## src/rtl/dafx_cfg_axi4l_master.sv

```systemverilog
// Single-outstanding AXI4-Lite initiator for the DAFX configuration register file.
// Optional bus watchdog: define DAFX_CFG_TIMEOUT_EN (limit set by TIMEOUT_CYCLES).
module dafx_cfg_axi4l_master #(
  parameter int                        AXI_ADDR_WIDTH = 32,
  parameter int                        AXI_DATA_WIDTH = 32,
  parameter logic [AXI_ADDR_WIDTH-1:0] HIGH_ADDRESS   = 'h0034
`ifdef DAFX_CFG_TIMEOUT_EN
  ,
  parameter int                        TIMEOUT_CYCLES = 1024
`endif
) (
  input  logic                        clk,
  input  logic                        rst_n,
  input  logic                        cmd_valid,
  output logic                        cmd_ready,
  input  logic                        cmd_write,
  input  logic [AXI_ADDR_WIDTH-1:0]   cmd_addr,
  input  logic [AXI_DATA_WIDTH-1:0]   cmd_wdata,
  output logic                        rsp_valid,
  input  logic                        rsp_ready,
  output logic [AXI_DATA_WIDTH-1:0]   rsp_rdata,
  output logic [1:0]                  rsp_resp,
  output logic                        rsp_local_err,
  output logic                        rsp_timeout,
  output logic                        busy,
  output logic                        awvalid,
  input  logic                        awready,
  output logic [AXI_ADDR_WIDTH-1:0]   awaddr,
  output logic [2:0]                  awprot,
  output logic                        wvalid,
  input  logic                        wready,
  output logic [AXI_DATA_WIDTH-1:0]   wdata,
  output logic [AXI_DATA_WIDTH/8-1:0] wstrb,
  input  logic                        bvalid,
  output logic                        bready,
  input  logic [1:0]                  bresp,
  output logic                        arvalid,
  input  logic                        arready,
  output logic [AXI_ADDR_WIDTH-1:0]   araddr,
  output logic [2:0]                  arprot,
  input  logic                        rvalid,
  output logic                        rready,
  input  logic [AXI_DATA_WIDTH-1:0]   rdata,
  input  logic [1:0]                  rresp
);

  typedef enum logic [2:0] {
    IDLE    = 3'd0,
    WR_REQ  = 3'd1,
    WR_RESP = 3'd2,
    RD_REQ  = 3'd3,
    RD_RESP = 3'd4,
    RESPOND = 3'd5
  } state_t;

  localparam logic [1:0] RESP_SLVERR = 2'b10;

  state_t                      state_reg;
  logic                        cmd_ready_reg;
  logic                        busy_reg;
  logic                        rsp_valid_reg;
  logic [AXI_DATA_WIDTH-1:0]   rsp_rdata_reg;
  logic [1:0]                  rsp_resp_reg;
  logic                        rsp_local_err_reg;
  logic                        awvalid_reg;
  logic [AXI_ADDR_WIDTH-1:0]   awaddr_reg;
  logic                        wvalid_reg;
  logic [AXI_DATA_WIDTH-1:0]   wdata_reg;
  logic                        bready_reg;
  logic                        arvalid_reg;
  logic [AXI_ADDR_WIDTH-1:0]   araddr_reg;
  logic                        rready_reg;

  logic addr_bad;
  logic wr_req_done;

  // Reject out-of-window or unaligned addresses before touching the bus.
  assign addr_bad    = (cmd_addr >= HIGH_ADDRESS) || (cmd_addr[1:0] != 2'b00);
  // AW and W retire independently; the request phase ends once neither is still pending.
  assign wr_req_done = (!awvalid_reg || awready) && (!wvalid_reg || wready);

`ifdef DAFX_CFG_TIMEOUT_EN
  localparam int TMR_W = $clog2(TIMEOUT_CYCLES) + 1;

  logic             rsp_timeout_reg;
  logic [TMR_W-1:0] timer_reg;
  logic             in_bus;
  logic             wd_fire;

  assign in_bus  = (state_reg == WR_REQ) || (state_reg == WR_RESP) ||
                   (state_reg == RD_REQ) || (state_reg == RD_RESP);
  assign wd_fire = in_bus && (timer_reg == TMR_W'(TIMEOUT_CYCLES - 1));
  assign rsp_timeout = rsp_timeout_reg;
`else
  assign rsp_timeout = 1'b0;
`endif

  always_ff @(posedge clk or negedge rst_n) begin
    if (!rst_n) begin
      state_reg         <= IDLE;
      cmd_ready_reg     <= 1'b0;
      busy_reg          <= 1'b0;
      rsp_valid_reg     <= 1'b0;
      rsp_rdata_reg     <= '0;
      rsp_resp_reg      <= 2'b00;
      rsp_local_err_reg <= 1'b0;
      awvalid_reg       <= 1'b0;
      awaddr_reg        <= '0;
      wvalid_reg        <= 1'b0;
      wdata_reg         <= '0;
      bready_reg        <= 1'b0;
      arvalid_reg       <= 1'b0;
      araddr_reg        <= '0;
      rready_reg        <= 1'b0;
`ifdef DAFX_CFG_TIMEOUT_EN
      rsp_timeout_reg   <= 1'b0;
      timer_reg         <= '0;
`endif
    end else begin
      case (state_reg)
        IDLE: begin
          cmd_ready_reg <= 1'b1;
          if (cmd_valid && cmd_ready_reg) begin
            cmd_ready_reg <= 1'b0;
            busy_reg      <= 1'b1;
            if (addr_bad) begin
              state_reg         <= RESPOND;
              rsp_valid_reg     <= 1'b1;
              rsp_resp_reg      <= RESP_SLVERR;
              rsp_local_err_reg <= 1'b1;
              rsp_rdata_reg     <= '0;
            end else if (cmd_write) begin
              state_reg   <= WR_REQ;
              awvalid_reg <= 1'b1;
              wvalid_reg  <= 1'b1;
              awaddr_reg  <= cmd_addr;
              wdata_reg   <= cmd_wdata;
            end else begin
              state_reg   <= RD_REQ;
              arvalid_reg <= 1'b1;
              araddr_reg  <= cmd_addr;
            end
          end
        end

        WR_REQ: begin
          if (awready) awvalid_reg <= 1'b0;
          if (wready)  wvalid_reg  <= 1'b0;
          if (wr_req_done) begin
            state_reg  <= WR_RESP;
            bready_reg <= 1'b1;
          end
        end

        WR_RESP: begin
          if (bvalid) begin
            state_reg     <= RESPOND;
            bready_reg    <= 1'b0;
            rsp_valid_reg <= 1'b1;
            rsp_resp_reg  <= bresp;
            rsp_rdata_reg <= '0;
          end
        end

        RD_REQ: begin
          if (arready) begin
            state_reg   <= RD_RESP;
            arvalid_reg <= 1'b0;
            rready_reg  <= 1'b1;
          end
        end

        RD_RESP: begin
          if (rvalid) begin
            state_reg     <= RESPOND;
            rready_reg    <= 1'b0;
            rsp_valid_reg <= 1'b1;
            rsp_resp_reg  <= rresp;
            rsp_rdata_reg <= rdata;
          end
        end

        RESPOND: begin
          // Returning straight to IDLE with cmd_ready set gives the one-cycle command gap.
          if (rsp_ready) begin
            state_reg         <= IDLE;
            rsp_valid_reg     <= 1'b0;
            rsp_rdata_reg     <= '0;
            rsp_resp_reg      <= 2'b00;
            rsp_local_err_reg <= 1'b0;
            busy_reg          <= 1'b0;
            cmd_ready_reg     <= 1'b1;
`ifdef DAFX_CFG_TIMEOUT_EN
            rsp_timeout_reg   <= 1'b0;
`endif
          end
        end

        default: state_reg <= IDLE;
      endcase

`ifdef DAFX_CFG_TIMEOUT_EN
      if (in_bus) timer_reg <= timer_reg + 1'b1;
      else        timer_reg <= '0;

      // Watchdog abort overrides whatever the bus states scheduled this cycle.
      if (wd_fire) begin
        state_reg         <= RESPOND;
        awvalid_reg       <= 1'b0;
        wvalid_reg        <= 1'b0;
        bready_reg        <= 1'b0;
        arvalid_reg       <= 1'b0;
        rready_reg        <= 1'b0;
        rsp_valid_reg     <= 1'b1;
        rsp_resp_reg      <= RESP_SLVERR;
        rsp_rdata_reg     <= '0;
        rsp_local_err_reg <= 1'b0;
        rsp_timeout_reg   <= 1'b1;
      end
`endif
    end
  end

  assign cmd_ready     = cmd_ready_reg;
  assign busy          = busy_reg;
  assign rsp_valid     = rsp_valid_reg;
  assign rsp_rdata     = rsp_rdata_reg;
  assign rsp_resp      = rsp_resp_reg;
  assign rsp_local_err = rsp_local_err_reg;
  assign awvalid       = awvalid_reg;
  assign awaddr        = awaddr_reg;
  assign awprot        = 3'b000;
  assign wvalid        = wvalid_reg;
  assign wdata         = wdata_reg;
  assign wstrb         = '1;
  assign bready        = bready_reg;
  assign arvalid       = arvalid_reg;
  assign araddr        = araddr_reg;
  assign arprot        = 3'b000;
  assign rready        = rready_reg;

endmodule
```

## config.mk

```make
export PLATFORM = sky130hd
export DESIGN_NAME = dafx_cfg_axi4l_master
export DESIGN_NICKNAME = d
export VERILOG_FILES = /design/src/rtl/dafx_cfg_axi4l_master.sv
export SDC_FILE = /design/constraint.sdc
export NUM_CORES = 1
export LEC_CHECK = 0
export CAP_MARGIN = 20
export CORE_UTILIZATION = 43
export CTS_BUF_LIST = sky130_fd_sc_hd__clkbuf_4 sky130_fd_sc_hd__clkbuf_8
export DETAILED_ROUTE_END_ITERATION = 10
export PLACE_DENSITY = 0.82
export SLEW_MARGIN = 5
export SYNTH_ARGS = -nofsm -noshare
export SYNTH_HDL_FRONTEND = slang
export SYNTH_SLANG_ARGS = --single-unit
```

## constraint.sdc

```tcl
create_clock -name clk -period 2.02 [get_ports clk]
set_input_delay 0.404 -clock clk [delete_from_list [all_inputs] [get_ports clk]]
set_output_delay 0.404 -clock clk [all_outputs]
set_load 0.02 [all_outputs]
```

# After elaboration in Yosys (flattened, before gate mapping)
# Index checks and enable logic that the tools add are counted.
[word_totals] regBits=142 output_inout_bits=150 word_cells=113
[op_classes] n_lt_le_gt_ge=1 n_eq_ne=17 mux=51 bitwise=2 reduce_logical=27
[ops] op="$mux W32" count=5
[ops] op="$pmux W32 S4" count=1
[ops] op="$ge A32 B6 Y1 const B" count=1
[ops] op="$ne A2 B2 Y1 const B" count=12
[ops] op="$mux W1" count=21
[ops] op="$mux W3" count=7
[ops] op="$pmux W3 S6" count=1
[ops] op="$pmux W1 S2" count=8
[ops] op="$reduce_and A5 Y1" count=3
[ops] op="$mux W2" count=6
[ops] op="$reduce_and A4 Y1" count=3
[ops] op="$reduce_and A6 Y1" count=2
[ops] op="$reduce_bool A2 Y1" count=6
[ops] op="$reduce_and A3 Y1" count=3
[ops] op="$pmux W2 S4" count=1
[ops] op="$eq A3 B2 Y1 const B" count=2
[ops] op="$eq A3 B3 Y1 const B" count=2
[ops] op="$pmux W1 S4" count=1
[ops] op="$reduce_bool A4 Y1" count=1
[ops] op="$eq A3 B1 Y1 const B" count=1
[ops] op="$logic_not A3 Y1" count=1
[ops] op="$logic_or A1 B1 Y1" count=3
[ops] op="$logic_and A1 B1 Y1" count=2
[ops] op="$logic_not A1 Y1" count=2
[ops] op="2 further kinds" count=3

# Longest topological paths before layout
[depth] ltp_word=5 ltp_mapped=7 ltp_nobuf=4

# Worst setup path before layout
# No wires, ideal clock.
[synth_timing] kind="input -> register" startpoint="input port cmd_addr[20]" endpoint="register awaddr_reg[2], in the netlist awaddr[2]" arrival_time_ns=1.672 required_time_ns=1.895 slack_ns=0.223 cell_stages=7 cell_sequence="nor4_1 and4_1 buf_4 nand4_4 buf_6 buf_6 mux2_4"
[synth_between] elab_chain_cells=4
[synth_lines] item="start, declared" line="17" source="input logic [AXI_ADDR_WIDTH-1:0] cmd_addr,"
[synth_lines] item="$ge A32 B6 Y1" line="78" source="assign addr_bad = (cmd_addr >= HIGH_ADDRESS) || (cmd_addr[1:0] != 2'b00);"
[synth_lines] item="$logic_or A1 B1 Y1" line="78"
[synth_lines] item="$not A1 Y1 (no source line)"
[synth_lines] item="$reduce_and A4 Y1 (no source line)"
[synth_lines] item="end signal, assigned" line="136" source="awaddr_reg <= cmd_addr;"
[synth_lines] item="end, declared" line="66" source="logic [AXI_ADDR_WIDTH-1:0] awaddr_reg;"
# Every way passes these cells.
# A chain may end at the register's enable or synchronous reset.

# Worst setup path in the final report
[layout_timing] startpoint="input port cmd_addr[26]" endpoint="register rsp_rdata_reg[20], in the netlist rsp_rdata[20]"
[layout_between] elab_chain_cells=4
[layout_lines] item="$ge A32 B6 Y1" line="78"
[layout_lines] item="$logic_or A1 B1 Y1" line="78"
[layout_lines] item="$ne A2 B2 Y1 (no source line)"
[layout_lines] item="$reduce_and A6 Y1 (no source line)"
[layout_lines] item="end signal, assigned" line="179" source="rsp_rdata_reg <= rdata;"
[layout_lines] item="end, declared" line="62" source="logic [AXI_DATA_WIDTH-1:0] rsp_rdata_reg;"
# Every way passes these cells.

==> impl_metrics.tcl <==
set metrics [dict create \
    outcome "finished clean" \
    skew_ps 11.4 \
    startpoint_type "input port" \
    fp.coreArea_um2 12800 \
    synth.ff_latch_count 142 \
    slew_headroom 0.511 \
    critPathCaptureType "flop" \
    utilization 0.707 \
    powerDensity_nw_per_um2 1010 \
    clock_latency_ps 450 \
    wire_per_inst_um 18.6 \
    drtIter0Drc 239 \
    hold_class "input port to asynchronous set/reset pin" \
    cts_sinks 142 \
    clk_transition_reported_paths_ps 80 \
    ios 260 \
    ys_seq_area_frac 0.617 \
    rsz0062_at_grt "false" \
    irDropWorstVdd_uv 473 \
    root_buffer "clkbuf_8" \
    grt-ovfl-total 0 \
    drc 0 \
    grt_pass1_wl_mm 26.2 \
    layout_setup_ws_ps 60.6 \
    viasPerCell 5.17 \
    synth_area_leaders "dfrtp_1 62%, and2_1 6.2%, mux2_2 5.9%" \
    hold_violations 0 \
    finalSetupViolations 0 \
    grt_antenna_before_repair 0 \
    avgSynthCellArea_um2 13.2 \
    synthArstFlopShare 1.00 \
    drive_gt1_frac 0.154 \
    grt_pass1_vias 4894 \
    yosysTopAreaCellShare 0.617 \
    die_width_um 118 \
    grt_start_max_net_pins 52 \
    seq_area_um2 3550 \
    fp-row-count 41 \
    multiInputGateArea_um2 1990 \
    crit_required_ps 2390 \
    syn_to_final_growth_pct 57.3 \
    synthCells 436 \
    synth_edf_count 0 \
    fp.dieH_um 118 \
    gp_congestion 0.817 \
    portBuffers 248 \
    syn_area_um2 5760 \
    routed_wl_mm 16.5 \
    post-route-min-period_ps 1960 \
    pre_cts_ws_ps -394 \
    tritoncts "yes" \
    reg2reg_depth 5 \
    p_leak_nw 4.15 \
    dr_total_vias 4584 \
    tightest_slew_ps 733 \
    min_period_over_period 0.970 \
    cap_violations 0 \
    groute.usage.overall 0.248 \
    numCtsBuffers 17 \
    initial_utilization 0.449 \
    drt_pass1_iterations 4 \
    antenna_left 0 \
    synth_cell_types 42 \
    worstSetupPathType "input port to flop" \
    timing.fmax_ghz 0.510 \
    layout.nets 813 \
    path_max_fanout 34 \
    cp_data_arrival_time_ps 2330 \
    die_area_um2 13900 \
    hpwl_mm 12.0 \
    yosysWarnings 0 \
    antenna_cells 0 \
    drv_slew 0 \
    synthFlopType "dfrtp_1" \
    post-cts-setup-buffers 0 \
    clockBufferDepth 2 \
    fill_cells 893 \
    synth_top_area_cell "dfrtp_1" \
    htreeDepth 4 \
]
[power breakdown]
group / internal (mW) / switching, mW / leakage, nW
registers: 3.23 / 0.364 / 1.94
clock network: 1.49 / 1.06 / 0.225
logic: 1.53 / 1.50 / 1.98
[through the flow]
stage          instances  power [mW]  instance area [µm²]  TNS [ps]  hold slack [ps]
6_report             887        9.18                 9060         0              457
5_1_grt              887        9.61                 9060         0              463
4_1_cts              887        9.25                 9060         0              450
3_5_place_dp         855        6.66                 8600    -44390              383
3_3_place_gp         854        6.53                 8580    -44580              368
2_1_floorplan        445        5.13                 5790         0              108
[cells in the final DEF, fill, tap and decap left out, drive strengths merged, types with 10 or more instances in the layout]
cell	instances
a21boi	32
conb	11
and2	58
mux2	40
nand2	14
o21ai	10
clkdlybuf4s50	247
clkbuf	22
dfrtp	142
a221o	33
buf	31
[kinds of logic (layout without fill, tap and decap cells)]
| logic type | Yosys count | in the layout | share of synthesized area |
|---|---|---|---|
| other cells | 2 | 11 | 0.00130 |
| flops | 142 | 142 | 0.617 |
| compound gates | 96 | 96 | 0.134 |
| buf+inv | 47 | 317 | 0.0450 |
| simple gates | 109 | 109 | 0.118 |
| mux | 40 | 40 | 0.0847 |
[final timing paths]
| check | end | slack, ps | startpoint |
|---|---|---|---|
| min in group clk | awaddr[14] | 480 | awaddr[14] |
| setup reg to reg | awaddr[3] | 160 | state_reg[2] |
| max in group asynchronous | wdata[4] | 980 | rst_n |
| setup / recovery | rsp_rdata[20] | 60 | cmd_addr[26] |
| hold reg to reg | awaddr[14] | 480 | awaddr[14] |
| hold / removal | rsp_rdata[26] | 460 | rst_n |
[Yosys cell counts, types with 3 or more instances]
library cell  instances
clkbuf_1             13
a22oi_1               3
buf_4                13
inv_1                 7
and2_1               57
nor2_1                5
mux2_4               10
a31oi_1               3
nand2_1              14
a21oi_1               5
dfrtp_1             142
buf_6                 3
nand3_1               6
a21boi_0             30
nand2b_1              3
a221o_1              33
o21ai_0              10
mux2_2               30
buf_2                 9
nor4_1                7
[cell type report]
type | instances | share of cell area
Clock buffer | 22 | 0.0327
Sequential cell | 142 | 0.392
Multi-Input combinational cell | 256 | 0.219
Inverter | 7 | 0.00290
Clock inverter | 9 | 0.0174
Tap cell | 172 | 0.0238
Timing Repair Buffer | 279 | 0.312
[worst max-delay path: stages]
cell and delay (ps):
clkdlybuf4s50_1 460, nor4_1 280, buf_4 140, and4_1 270
buf_4 170, and3_1 200, buf_12 210, a221o_1 190
[what timing repair did]
| action | in CTS | in global routing |
|---|---|---|
| endpoints found under the setup margin | 0 | 1 |
| gates resized for setup | 0 | 1 |
| hold endpoints to repair | 44 | 0 |
| hold buffers | 1 | 0 |
[routing by layer]
layer | wire, µm | vias up | share of wire | global-route usage
li1 | - | 2073 | - | -
met1 | 6320 | 2252 | 0.38 | 0.285
met2 | 8250 | 236 | 0.50 | 0.411
met3 | 1600 | 23 | 0.097 | 0.104
met4 | 286 | 0 | 0.017 | 0.0954
met5 | 0 | - | 0 | 0
Power figures use the tool's default switching activity.
